File: src/rtl/kmeans_pkg.sv
// Shared constants and FSM encoding for the k=3, d=2 centroid update block.
package kmeans_pkg;

    localparam int K                 = 3;
    localparam int D                 = 2;
    localparam int NUM_SLOTS         = K * D;
    localparam int INPUT_DATA_WIDTH  = 16;
    localparam int CENTROID_ID_WIDTH = 2;
    localparam int COUNT_WIDTH       = 16;
    localparam int ACC_WIDTH         = INPUT_DATA_WIDTH + COUNT_WIDTH;

    typedef enum logic [1:0] {
        ST_IDLE   = 2'd0,
        ST_ACCUM  = 2'd1,
        ST_DIVIDE = 2'd2,
        ST_DONE   = 2'd3
    } state_e;

endpackage

File: src/rtl/kmeans_serial_divider.sv
// Restoring serial divider: one load cycle followed by acc_width iterations.
// done is asserted during the final iteration and quotient carries the value
// being written on that edge, so the caller can capture it with no extra cycle.
module kmeans_serial_divider #(
    parameter int acc_width   = 32,
    parameter int count_width = 16
) (
    input  logic                   clk,
    input  logic                   rst,
    input  logic                   start,
    input  logic [acc_width-1:0]   dividend,
    input  logic [count_width-1:0] divisor,
    output logic                   busy,
    output logic                   done,
    output logic [acc_width-1:0]   quotient
);

    localparam int CNT_W = $clog2(acc_width + 1);

    logic [CNT_W-1:0]       iter_q, iter_d;
    logic [acc_width-1:0]   quo_q, quo_d;
    logic [count_width-1:0] rem_q, rem_d;
    logic [count_width-1:0] dvs_q, dvs_d;
    logic [count_width:0]   shifted;
    logic [count_width:0]   trial;
    logic                   ge;

    // One restoring step per cycle; start overrides and reloads the operands.
    always_comb begin
        iter_d  = iter_q;
        quo_d   = quo_q;
        rem_d   = rem_q;
        dvs_d   = dvs_q;
        shifted = {rem_q, quo_q[acc_width-1]};
        ge      = (shifted >= {1'b0, dvs_q});
        trial   = shifted - {1'b0, dvs_q};
        if (start) begin
            iter_d = CNT_W'(acc_width);
            quo_d  = dividend;
            rem_d  = '0;
            dvs_d  = divisor;
        end else if (iter_q != '0) begin
            iter_d = iter_q - CNT_W'(1);
            quo_d  = {quo_q[acc_width-2:0], ge};
            rem_d  = ge ? trial[count_width-1:0] : shifted[count_width-1:0];
        end
    end

    // Divider state registers.
    always_ff @(posedge clk) begin
        if (rst) begin
            iter_q <= '0;
            quo_q  <= '0;
            rem_q  <= '0;
            dvs_q  <= '0;
        end else begin
            iter_q <= iter_d;
            quo_q  <= quo_d;
            rem_q  <= rem_d;
            dvs_q  <= dvs_d;
        end
    end

    // Handshake outputs.
    always_comb begin
        busy     = (iter_q != '0);
        done     = (iter_q == CNT_W'(1));
        quotient = quo_d;
    end

endmodule

File: src/rtl/kmeans_centroid_update_k3_d2.sv
// k-means centroid update (k=3, d=2): accumulates per-centroid sums/counts over
// an epoch, then divides serially (one shared divider, six slots) and publishes
// all new centroids at once. Optional feature macro: KMEANS_CU_CONVERGE_EN
// (registered "no centroid moved" flag).
module kmeans_centroid_update_k3_d2
    import kmeans_pkg::*;
#(
    parameter int input_data_width  = INPUT_DATA_WIDTH,
    parameter int centroid_id_width = CENTROID_ID_WIDTH,
    parameter int count_width       = COUNT_WIDTH
) (
    input  logic                         clk,
    input  logic                         rst,
    input  logic                         load,
    input  logic                         start,
    input  logic                         in_valid,
    input  logic                         in_last,
    input  logic [input_data_width-1:0]  input_data0,
    input  logic [input_data_width-1:0]  input_data1,
    input  logic [centroid_id_width-1:0] selected_centroid,
    output logic [input_data_width-1:0]  centroid0_d0,
    output logic [input_data_width-1:0]  centroid0_d1,
    output logic [input_data_width-1:0]  centroid1_d0,
    output logic [input_data_width-1:0]  centroid1_d1,
    output logic [input_data_width-1:0]  centroid2_d0,
    output logic [input_data_width-1:0]  centroid2_d1,
    output logic                         busy,
    output logic                         out_valid,
    output logic                         converged
);

    localparam int acc_width = input_data_width + count_width;

    // Slot index = 2*k + d throughout.
    state_e                                      state_q, state_d;
    logic [NUM_SLOTS-1:0][acc_width-1:0]         sum_q, sum_d;
    logic [K-1:0][count_width-1:0]               count_q, count_d;
    logic [NUM_SLOTS-1:0][input_data_width-1:0]  cent_q, cent_d;
    logic [NUM_SLOTS-1:0][input_data_width-1:0]  new_q, new_d;
    logic [NUM_SLOTS-1:0][input_data_width-1:0]  fin;
    logic [2:0]                                  slot_q, slot_d;
    logic                                        sel_ok;
    logic                                        div_start, div_busy, div_done;
    logic [acc_width-1:0]                        div_quotient;
    logic [input_data_width-1:0]                 slot_val;

    kmeans_serial_divider #(
        .acc_width   (acc_width),
        .count_width (count_width)
    ) u_div (
        .clk      (clk),
        .rst      (rst),
        .start    (div_start),
        .dividend (sum_q[slot_q]),
        .divisor  (count_q[slot_q[2:1]]),
        .busy     (div_busy),
        .done     (div_done),
        .quotient (div_quotient)
    );

    // Result for the active slot: empty clusters keep their previous centroid.
    always_comb begin
        div_start = (state_q == ST_DIVIDE) && !div_busy;
        sel_ok    = (selected_centroid < centroid_id_width'(K));
        slot_val  = (count_q[slot_q[2:1]] == '0) ? cent_q[slot_q]
                                                 : div_quotient[input_data_width-1:0];
    end

    // Staged results, with the slot finishing this cycle merged in.
    generate
        for (genvar gi = 0; gi < NUM_SLOTS; gi++) begin : g_fin
            assign fin[gi] = (div_done && slot_q == 3'(gi)) ? slot_val : new_q[gi];
        end
    endgenerate

`ifdef KMEANS_CU_CONVERGE_EN
    logic conv_q, conv_d;
`endif

    // Next-state and datapath update.
    always_comb begin
        state_d = state_q;
        sum_d   = sum_q;
        count_d = count_q;
        cent_d  = cent_q;
        new_d   = new_q;
        slot_d  = slot_q;
`ifdef KMEANS_CU_CONVERGE_EN
        conv_d  = conv_q;
`endif
        case (state_q)
            ST_IDLE: begin
                if (load && sel_ok) begin
                    cent_d[{selected_centroid, 1'b0}] = input_data0;
                    cent_d[{selected_centroid, 1'b1}] = input_data1;
                end
                if (start) begin
                    sum_d   = '0;
                    count_d = '0;
                    state_d = ST_ACCUM;
                end
            end
            ST_ACCUM: begin
                if (in_valid) begin
                    if (sel_ok && count_q[selected_centroid] != '1) begin
                        sum_d[{selected_centroid, 1'b0}] = sum_q[{selected_centroid, 1'b0}]
                            + {{count_width{1'b0}}, input_data0};
                        sum_d[{selected_centroid, 1'b1}] = sum_q[{selected_centroid, 1'b1}]
                            + {{count_width{1'b0}}, input_data1};
                        count_d[selected_centroid] = count_q[selected_centroid]
                            + count_width'(1);
                    end
                    if (in_last) begin
                        slot_d  = '0;
                        state_d = ST_DIVIDE;
                    end
                end
            end
            ST_DIVIDE: begin
                if (div_done) begin
                    new_d  = fin;
                    slot_d = slot_q + 3'd1;
                    if (slot_q == 3'(NUM_SLOTS - 1)) begin
                        cent_d  = fin;
                        state_d = ST_DONE;
`ifdef KMEANS_CU_CONVERGE_EN
                        conv_d  = (fin == cent_q);
`endif
                    end
                end
            end
            default: begin
                state_d = ST_IDLE;
            end
        endcase
    end

    // State register.
    always_ff @(posedge clk) begin
        if (rst) begin
            state_q <= ST_IDLE;
            sum_q   <= '0;
            count_q <= '0;
            cent_q  <= '0;
            new_q   <= '0;
            slot_q  <= '0;
`ifdef KMEANS_CU_CONVERGE_EN
            conv_q  <= 1'b0;
`endif
        end else begin
            state_q <= state_d;
            sum_q   <= sum_d;
            count_q <= count_d;
            cent_q  <= cent_d;
            new_q   <= new_d;
            slot_q  <= slot_d;
`ifdef KMEANS_CU_CONVERGE_EN
            conv_q  <= conv_d;
`endif
        end
    end

    // Outputs decoded from state and centroid registers.
    always_comb begin
        busy         = (state_q == ST_ACCUM) || (state_q == ST_DIVIDE);
        out_valid    = (state_q == ST_DONE);
        centroid0_d0 = cent_q[0];
        centroid0_d1 = cent_q[1];
        centroid1_d0 = cent_q[2];
        centroid1_d1 = cent_q[3];
        centroid2_d0 = cent_q[4];
        centroid2_d1 = cent_q[5];
`ifdef KMEANS_CU_CONVERGE_EN
        converged    = conv_q;
`else
        converged    = 1'b0;
`endif
    end

endmodule

File: config.mk
export PLATFORM = sky130hd
export DESIGN_NAME = kmeans_centroid_update_k3_d2
export DESIGN_NICKNAME = d
export VERILOG_FILES = /design/src/rtl/kmeans_pkg.sv /design/src/rtl/kmeans_serial_divider.sv /design/src/rtl/kmeans_centroid_update_k3_d2.sv
export SDC_FILE = /design/constraint.sdc
export NUM_CORES = 1
export LEC_CHECK = 0
export CAP_MARGIN = 5
export CORE_ASPECT_RATIO = 2
export CORE_UTILIZATION = 35
export CTS_BUF_LIST = sky130_fd_sc_hd__clkbuf_4
export DETAILED_ROUTE_END_ITERATION = 16
export SETUP_SLACK_MARGIN = 0.3
export SYNTH_ARGS = -nofsm -noshare
export SYNTH_HDL_FRONTEND = slang
export SYNTH_HIERARCHICAL = 1
export SYNTH_SLANG_ARGS = --single-unit
File: constraint.sdc
create_clock -name clk -period 13.8 [get_ports clk]
set_clock_uncertainty 0.05 [all_clocks]
set_input_delay 2.76 -clock clk [delete_from_list [all_inputs] [get_ports clk]]
set_output_delay 2.76 -clock clk [all_outputs]
set_load 0.01 [all_outputs]
==> results of run 1 <==
-- metrics by stage --
step	power [W]	hold slack [ns]	area [sq um]	std cells	setup slack, ns
floorplan	0.002488	0.3985	27160	3097	6.535
global placement	0.002876	0.4119	28930	4022	5.507
detailed placement	0.002880	0.4196	28930	4022	5.381
CTS	0.004120	0.4349	30400	4230	6.404
global route	0.004289	0.4484	30410	4233	6.063
finish	0.004091	0.4349	30410	4234	6.282
-- Yosys cell counts (8+ instances only) --
master	instances	share of area (%)
dfxtp_1	492	36
nand2_1	337	4.7
o21ai_0	283	5.2
mux2i_1	216	8.0
nor2_1	190	2.6
clkbuf_1	176	2.4
o2bb2ai_1	129	4.2
nand3_1	90	1.7
a21oi_1	83	1.5
a22o_1	81	2.6
and3_1	77	1.8
a31oi_1	70	1.6
a2111oi_0	65	2.1
ha_1	61	2.8
a211oi_1	59	1.6
nor3_1	59	1.1
inv_1	49	0.68
mux4_2	48	4.0
nor2b_1	45	1.0
a32o_1	43	1.6
buf_1	36	0.50
xnor2_1	34	1.1
buf_6	28	1.2
buf_2	26	0.48
nor4_1	24	0.55
nand4_1	19	0.44
a21o_1	18	0.50
o211ai_1	18	0.50
a2bb2oi_1	17	0.55
mux2_2	17	0.70
o21ai_1	17	0.31
xor2_1	16	0.52
a211o_1	15	0.48
o31ai_1	15	0.41
or3_1	15	0.35
nand2b_1	13	0.30
and2_1	8	0.18
buf_4	8	0.22
-- sequential cells by signal, summed over array words and instances, names as in the netlist --
| name | count |
|---|---|
| u_div/rem_q | 16 |
| centroid2_d0 | 16 |
| slot_q | 3 |
| state_q | 2 |
| centroid1_d0 | 16 |
| sum_q | 192 |
| centroid1_d1 | 16 |
| centroid0_d1 | 16 |
| u_div/quo_q | 32 |
| centroid0_d0 | 16 |
| u_div/dvs_q | 16 |
| u_div/iter_q | 6 |
| centroid2_d1 | 16 |
| new_q | 81 |
| count_q | 48 |
-- routing by layer --
metal  vias to the layer above  part of all wire, %  track usage [%]
met5                         -                0.017                0
met4                         2                  6.4            16.58
met3                       329                  5.1            3.437
met2                       957                   51            44.47
met1                     12230                   38            26.72
li1                      11730                    -                -
-- layout by cell type (no fill, tap or decap), types with 8 or more instances in the layout --
master           count
dfxtp_1            490
nand2_1            336
o21ai_0            282
mux2i_1            216
nor2_1             186
clkbuf_4           169
clkdlybuf4s50_1    134
o2bb2ai_1          129
nand3_1             90
a21oi_1             83
a22o_1              81
and3_1              77
a31oi_1             70
a2111oi_0           65
ha_1                60
nor3_1              59
a211oi_1            59
inv_1               48
mux4_2              48
nor2b_1             44
a32o_1              43
buf_4               43
xnor2_1             34
clkinv_1            30
nor4_1              22
nand4_1             19
o211ai_1            18
a21o_1              18
a2bb2oi_1           17
mux2_2              17
xor2_1              16
o31ai_1             15
a211o_1             15
or3_1               15
o21ai_1             15
nand2b_1            11
and2_1               8
-- final cells by class --
type	instances	area (sq um)	share of cell area, %
multi-input cells	2279	15920	52.36
flip-flops and latches	492	9857	32.41
repair buffers	178	1675	5.508
well taps	1022	1279	4.204
clock buffers	169	1269	4.171
clock inverters	39	206.4	0.6788
inverters	51	193.9	0.6376
diodes	4	10.01	0.03291
-- cells by family (layout without fill, tap and decap cells) --
group,count (synthesis),in the layout,share of synthesized area (%)
DFF,492,492,36.26
muxes,281,281,12.65
xor gates and xnor gates,50,50,1.612
other,1,5,0.01381
buffers and inverters,326,437,5.579
AOI/OAI and AO/OA,971,971,25.16
and+or+nand+nor,912,912,15.70
adders and majority gates,64,64,3.031
-- power groups by stage --
stage / logic, W / registers (W) / clock network (W)
5_1_grt: 0.00136 / 0.00160 / 0.00132
3_5_place_dp: 0.00126 / 0.00162 / 0
4_1_cts: 0.00126 / 0.00159 / 0.00127
2_1_floorplan: 0.000877 / 0.00161 / 0
3_3_place_gp: 0.00125 / 0.00163 / 0
6_report: 0.00126 / 0.00159 / 0.00124
-- how the worst max path moves through the flow --
| stage | end | cells after the start | from |
|---|---|---|---|
| after detailed placement | sum_q[44] | 12 | selected_centroid[1] |
| after global routing | sum_q[47] | 12 | selected_centroid[1] |
| after CTS | sum_q[12] | 12 | selected_centroid[1] |
| final | sum_q[12] | 12 | selected_centroid[1] |
| after global placement | sum_q[15] | 12 | selected_centroid[1] |
| after floorplan | sum_q[184] | 20 | selected_centroid[1] |
==> results.md, run 1 <==
* Grt ovf at 0
* Worst path cell trace: buf_4, nor2b_4, o2bb2ai_1, ha_1, inv_1, o32ai_1, nand4_2, or4_1, a221oi_4, or2_2, buf_4, a22o_1
* Hold path cells at 1
* Critical path type: input port to flip-flop
* Rel. slew slack at about 19%
* DR pass1 iterations at 7
* Layout fillers at between 7000 and 8000
* Number of max-cap violations at 0
* Pin count of the biggest net entering global routing at 97
* Status: completed
* Core area at about 0.077 sq mm
* Cells after Synth at about 3100
* Max clock buf depth at 3
* RR Endpoint: centroid2_d1[1]
* Post-route ant nets at 0
* Vias in the first global route at between 20000 and 30000
* Seq pwr share at between 30% and 40%
* Vias after detailed routing at around 25000
* CP arrival at roughly 8.4 ns
* Net Sw Frac at between 30% and 40%
* Slew Limit Fails at 0
* Drt total wl at roughly 100000 microns
* Row cnt at 144
* Internal power at 0.002538 W
* RSZ-0062 raised after global routing: no
* Avg Inst Size Synth at about 8.8 sq um
* Num CTS Buffers at about 110
* Fin Setup TNS at 0 ns
* Root buffer cell: clkbuf_4
* Area Overhead vs Synth at 11.98%
* Clk Latency, worst-skew pair at ~0.95 ns
* Clock Sinks at 492
* Final period util at approximately 54%
* Ys Warns at 6
* Dominant synthesized flop cell: dfxtp_1
* Final setup fails at 0
* Slowest stage delay, CP at 0.79 ns
* Final hold violations at 0
* Worst r2r src: slot_q[1]
* Crit path top cell by count: buf_4
* H-tree levels at 3
* Worst setup EP type: flip-flop
* Core Util, Final at approximately two fifths
* Post-CTS setup buffer count at 0
* Worst reg2reg setup slack at 8.79 ns
* Synth Register Bits at slightly below 500
* Post-synthesis sequential area ratio at between 30 and 40%
* Tmin final at around 7.5 ns
* Antenna violations before repair at 4
* WP data required at 14.64 ns
* Synthesized cell area at 0.02716 sq mm
* Cell variety after synth at 83
* Worst vdd ir at 0.08388 mV
* GPL Wtd Cong at between 0.8 and 0.9
* Comb power frac at around 31%
* CTS resizes at 0
* Vias per inst at 5.964
* Port bufs at around 140
* First-pass GRT wire length at approximately 150000 microns
* Die Y at around 400 microns
* Hold Path Origin: sum_q[101]
* DRC at 0
* Worst Hold End: sum_q[101]
* Routed len/inst at around 23 microns
* Pwr/cell area at about 130 mW/mm^2
* Die width at 199.0 microns
* Syn_nets at about 3200
* Clock Pin Slew Worst Setup and Hold Paths at 0.07 ns
* Share of post-route cells with drive strength above 1 at a little over a tenth
* CP Launch Type: input port
* DR iter-0 viols at about 1400
* Hold Buf Count CTS at 0
* Switching Power at between 0.0015 and 0.002 W
* Dpl hpwl at 65680 microns
* CTS tree: built
* Cell family with the largest share of critical-path delay: simple AND/OR/NAND/NOR gates
* Clk pwr share at between 30% and 40%
* Hold/Removal Path Class: flip-flop to flip-flop
* Ports at roughly 140
* Buffers & Inverters on Critical Path at 3
* R2R cell count at 12
* Worst slew pin tran at about 1.2 ns
* Max FO, Critical Path at slightly above 50
* CP max-delay cell: nor2b_4
* Fmax at about 130 MHz
* FFs w/ async S/R, synth at 0%
* Leakage at 10.75 nW
* Overall routing resource usage at between 20% and 30%
* Initial core utilization at approximately a third
* Die area at approximately 0.079 sq mm
* EDFF count, synth at 0
* Layout Nets at roughly 3200
Power figures use the tool's default switching activity.
==> run 2, diff against run 1 <==
==> constraint.sdc (replaced) <==
create_clock -name clk -period 6.15 [get_ports clk]
set_clock_uncertainty 0.05 [all_clocks]
set_input_delay 1.23 -clock clk [delete_from_list [all_inputs] [get_ports clk]]
set_output_delay 1.23 -clock clk [all_outputs]
set_load 0.01 [all_outputs]
==> results.md, run 2 (synthesis gave the netlist of run 1 again) <==
* Critical path origin: selected_centroid[1]
* Hold Buf Count CTS at 0 (unchanged)
* CP max-delay cell: o311ai_0
* Hold Path Origin: new_q[10]
* DR iter-0 viols at 1390 (-2.5%)
* DRC at 0 (unchanged)
* RSZ-0062 raised after global routing: no
* Commonest cells after routing, fill and taps aside: dfxtp_1 (490), nand2_1 (336), o21ai_0 (282)
* Routed len/inst at 23.34 microns (+0.60%)
* Fmax at approximately 210 MHz
* Core area at 0.07693 sq mm (unchanged)
* Rel. slew slack at 21.78% (+3.2 points)
* Most common cell after layout, fill and taps aside: dfxtp_1
* Met2 usage at 45.35% (+0.89 points)
* Ports at 139 (unchanged)
* Worst r2r src: slot_q[1]
* Worst setup EP type: flip-flop
* Critical path type: input port to flip-flop
* Vias after detailed routing at 25520 (+1.1%)
* Clock Pin Slew Worst Setup and Hold Paths at 0.07 ns (about the same)
* Slowest stage delay, CP at 0.81 ns (+0.02 ns)
* CTS resizes at 0 (unchanged)
* Power, Total at 0.009054 W (+120%)
* Slew Limit Fails at 0 (unchanged)
* Global route hottest layer: met2
* Grt ovf at 0 (unchanged)
* Area Overhead vs Synth at 12.35%
* Number of max-cap violations at 0 (unchanged)
* DR pass1 iterations at 5 (-2)
* Pwr/cell area at 296.7 mW/mm^2 (+120%)
* GPL Wtd Cong at 0.8899 (-0.28%)
* Met3 Track Usage GR at 3.955% (+0.52 points)
* Antenna violations before repair at 4 (unchanged)
* Layout Nets at 3241 (+0.75%)
* Fin Setup TNS at 0 ns (unchanged)
* Pin count of the biggest net entering global routing at 99 (+2.1%)
* Layout fillers at 7881 (+0.60%)
* Worst vdd ir at 0.2175 mV (+160%)
* Die width at 199.0 microns (unchanged)
* Die area at 0.07879 sq mm (unchanged)
* Die Y at 396.0 microns (unchanged)
* Worst slew pin tran at 1.169 ns (-0.04194 ns)
* Buffers & Inverters on Critical Path at 3 (unchanged)
* Share of post-route cells with drive strength above 1 at 10.77% (+0.36 points)
* Port bufs at 137 (unchanged)
* Post-CTS setup buffer count at 0 (unchanged)
* Dpl hpwl at 66600 microns (+1.4%)
* Row cnt at 144 (unchanged)
* Vias per inst at 6.018 (+0.91%)
* Cell family with the largest share of critical-path delay: compound AO/OA/AOI/OAI gates
* Num CTS Buffers at 110 (-0.90%)
* H-tree levels at 3 (unchanged)
* CP Launch Type: input port
* CP arrival at 5.39 ns (-2.97 ns)
* Max clock buf depth at 3 (unchanged)
* Clock Sinks at 492 (unchanged)
* Clk Latency, worst-skew pair at 0.96 ns (about the same)
* Final period util at between 70% and 80%
* First-pass GRT wire length at 150800 microns (+0.53%)
* Vias in the first global route at 25980 (+1.7%)
* Final hold violations at 0 (unchanged)
* Max reg flops at 192 (unchanged)
* Status: completed
* Final setup fails at 0 (unchanged)
* Initial core utilization at 35.30% (unchanged)
* Overall routing resource usage at 24.91% (+0.085 points)
* Root buffer cell: clkbuf_4
* Drt total wl at 98990 microns (+0.76%)
* Max FO, Critical Path at 19 (-63%)
* Tmin final at around 4.7 ns
* Met1 Use GR at 26.02% (-0.70 points)
* Post-route ant nets at 0 (unchanged)
* CTS tree: built
* WP data required at 6.87 ns (-7.77 ns)
* Biggest register: sum_q
* Hold/Removal Path Class: flip-flop to flip-flop
* Worst path cell trace: buf_4, mux2i_1, o21ai_0, ha_1, inv_1, fa_1, nand2b_1, a21oi_1, a2111oi_0, buf_4, o311ai_0, a311o_1, mux2i_1, o211ai_1
* Leakage at 10.81 nW (+0.59%)
* Top flop regs: sum_q (192), new_q (81), count_q (48)
## run 2: layer usage
metal  vias to the layer above  part of all wire [%]  wire length [microns]
li1                      11760                     -                      -
met4                         0                   6.6                   6552
met1                     12370                    36                  35870
met5                         -                     0                      0
met3                       359                   5.6                   5564
met2                      1036                    52                  50990
## run 2: tightest hold or removal path: cells and delay by family, from the launching register on
family,cells,cell delay (ns)
flip-flops,1,0.31
AO/OA/AOI/OAI,1,0.06
AND/OR/NAND/NOR,1,0.06
## run 2: through the flow
| stage | instances | hold WS [ns] | worst slack (ns) | util (%) | instance area [sq um] |
|---|---|---|---|---|---|
| final | 4241 | 0.4334 | 1.482 | 39.66 | 30510 |
| after global routing | 4238 | 0.4507 | 1.327 | 39.65 | 30510 |
| after CTS | 4235 | 0.4345 | 1.567 | 39.64 | 30500 |
| after detailed placement | 4047 | 0.4208 | 0.5712 | 37.92 | 29170 |
| after global placement | 4047 | 0.4170 | 0.6534 | 37.92 | 29170 |
| after floorplan | 3097 | 0.3985 | 0.4148 | - | 27160 |
## run 2: path summary, 6_finish.rpt
kind / endpoint / slack [ns] / depth (start not counted)
worst max-delay path: sum_q[58] / 1.48 / 14
worst min-delay path: new_q[10] / 0.43 / 2
worst max register to register: centroid2_d0[2] / 1.51 / 10
worst min register to register: new_q[10] / 0.43 / 2
## run 2: final cells by class
type	instances	area (sq um)	area share [%]
multi-input combinational	2279	15900	52.12
sequential	492	9857	32.30
timing repair buffer	203	1938	6.351
tap	1022	1279	4.191
clock buffer	165	1239	4.059
inverter	51	193.9	0.6356
clock inverter	23	90.09	0.2952
antenna	6	15.01	0.04920
## run 2: power by group
group          total, W  internal (W)  switching [W]
registers       0.00357       0.00339       0.000182
clock network   0.00259       0.00121        0.00138
logic           0.00289       0.00100        0.00189
total           0.00905       0.00561        0.00345
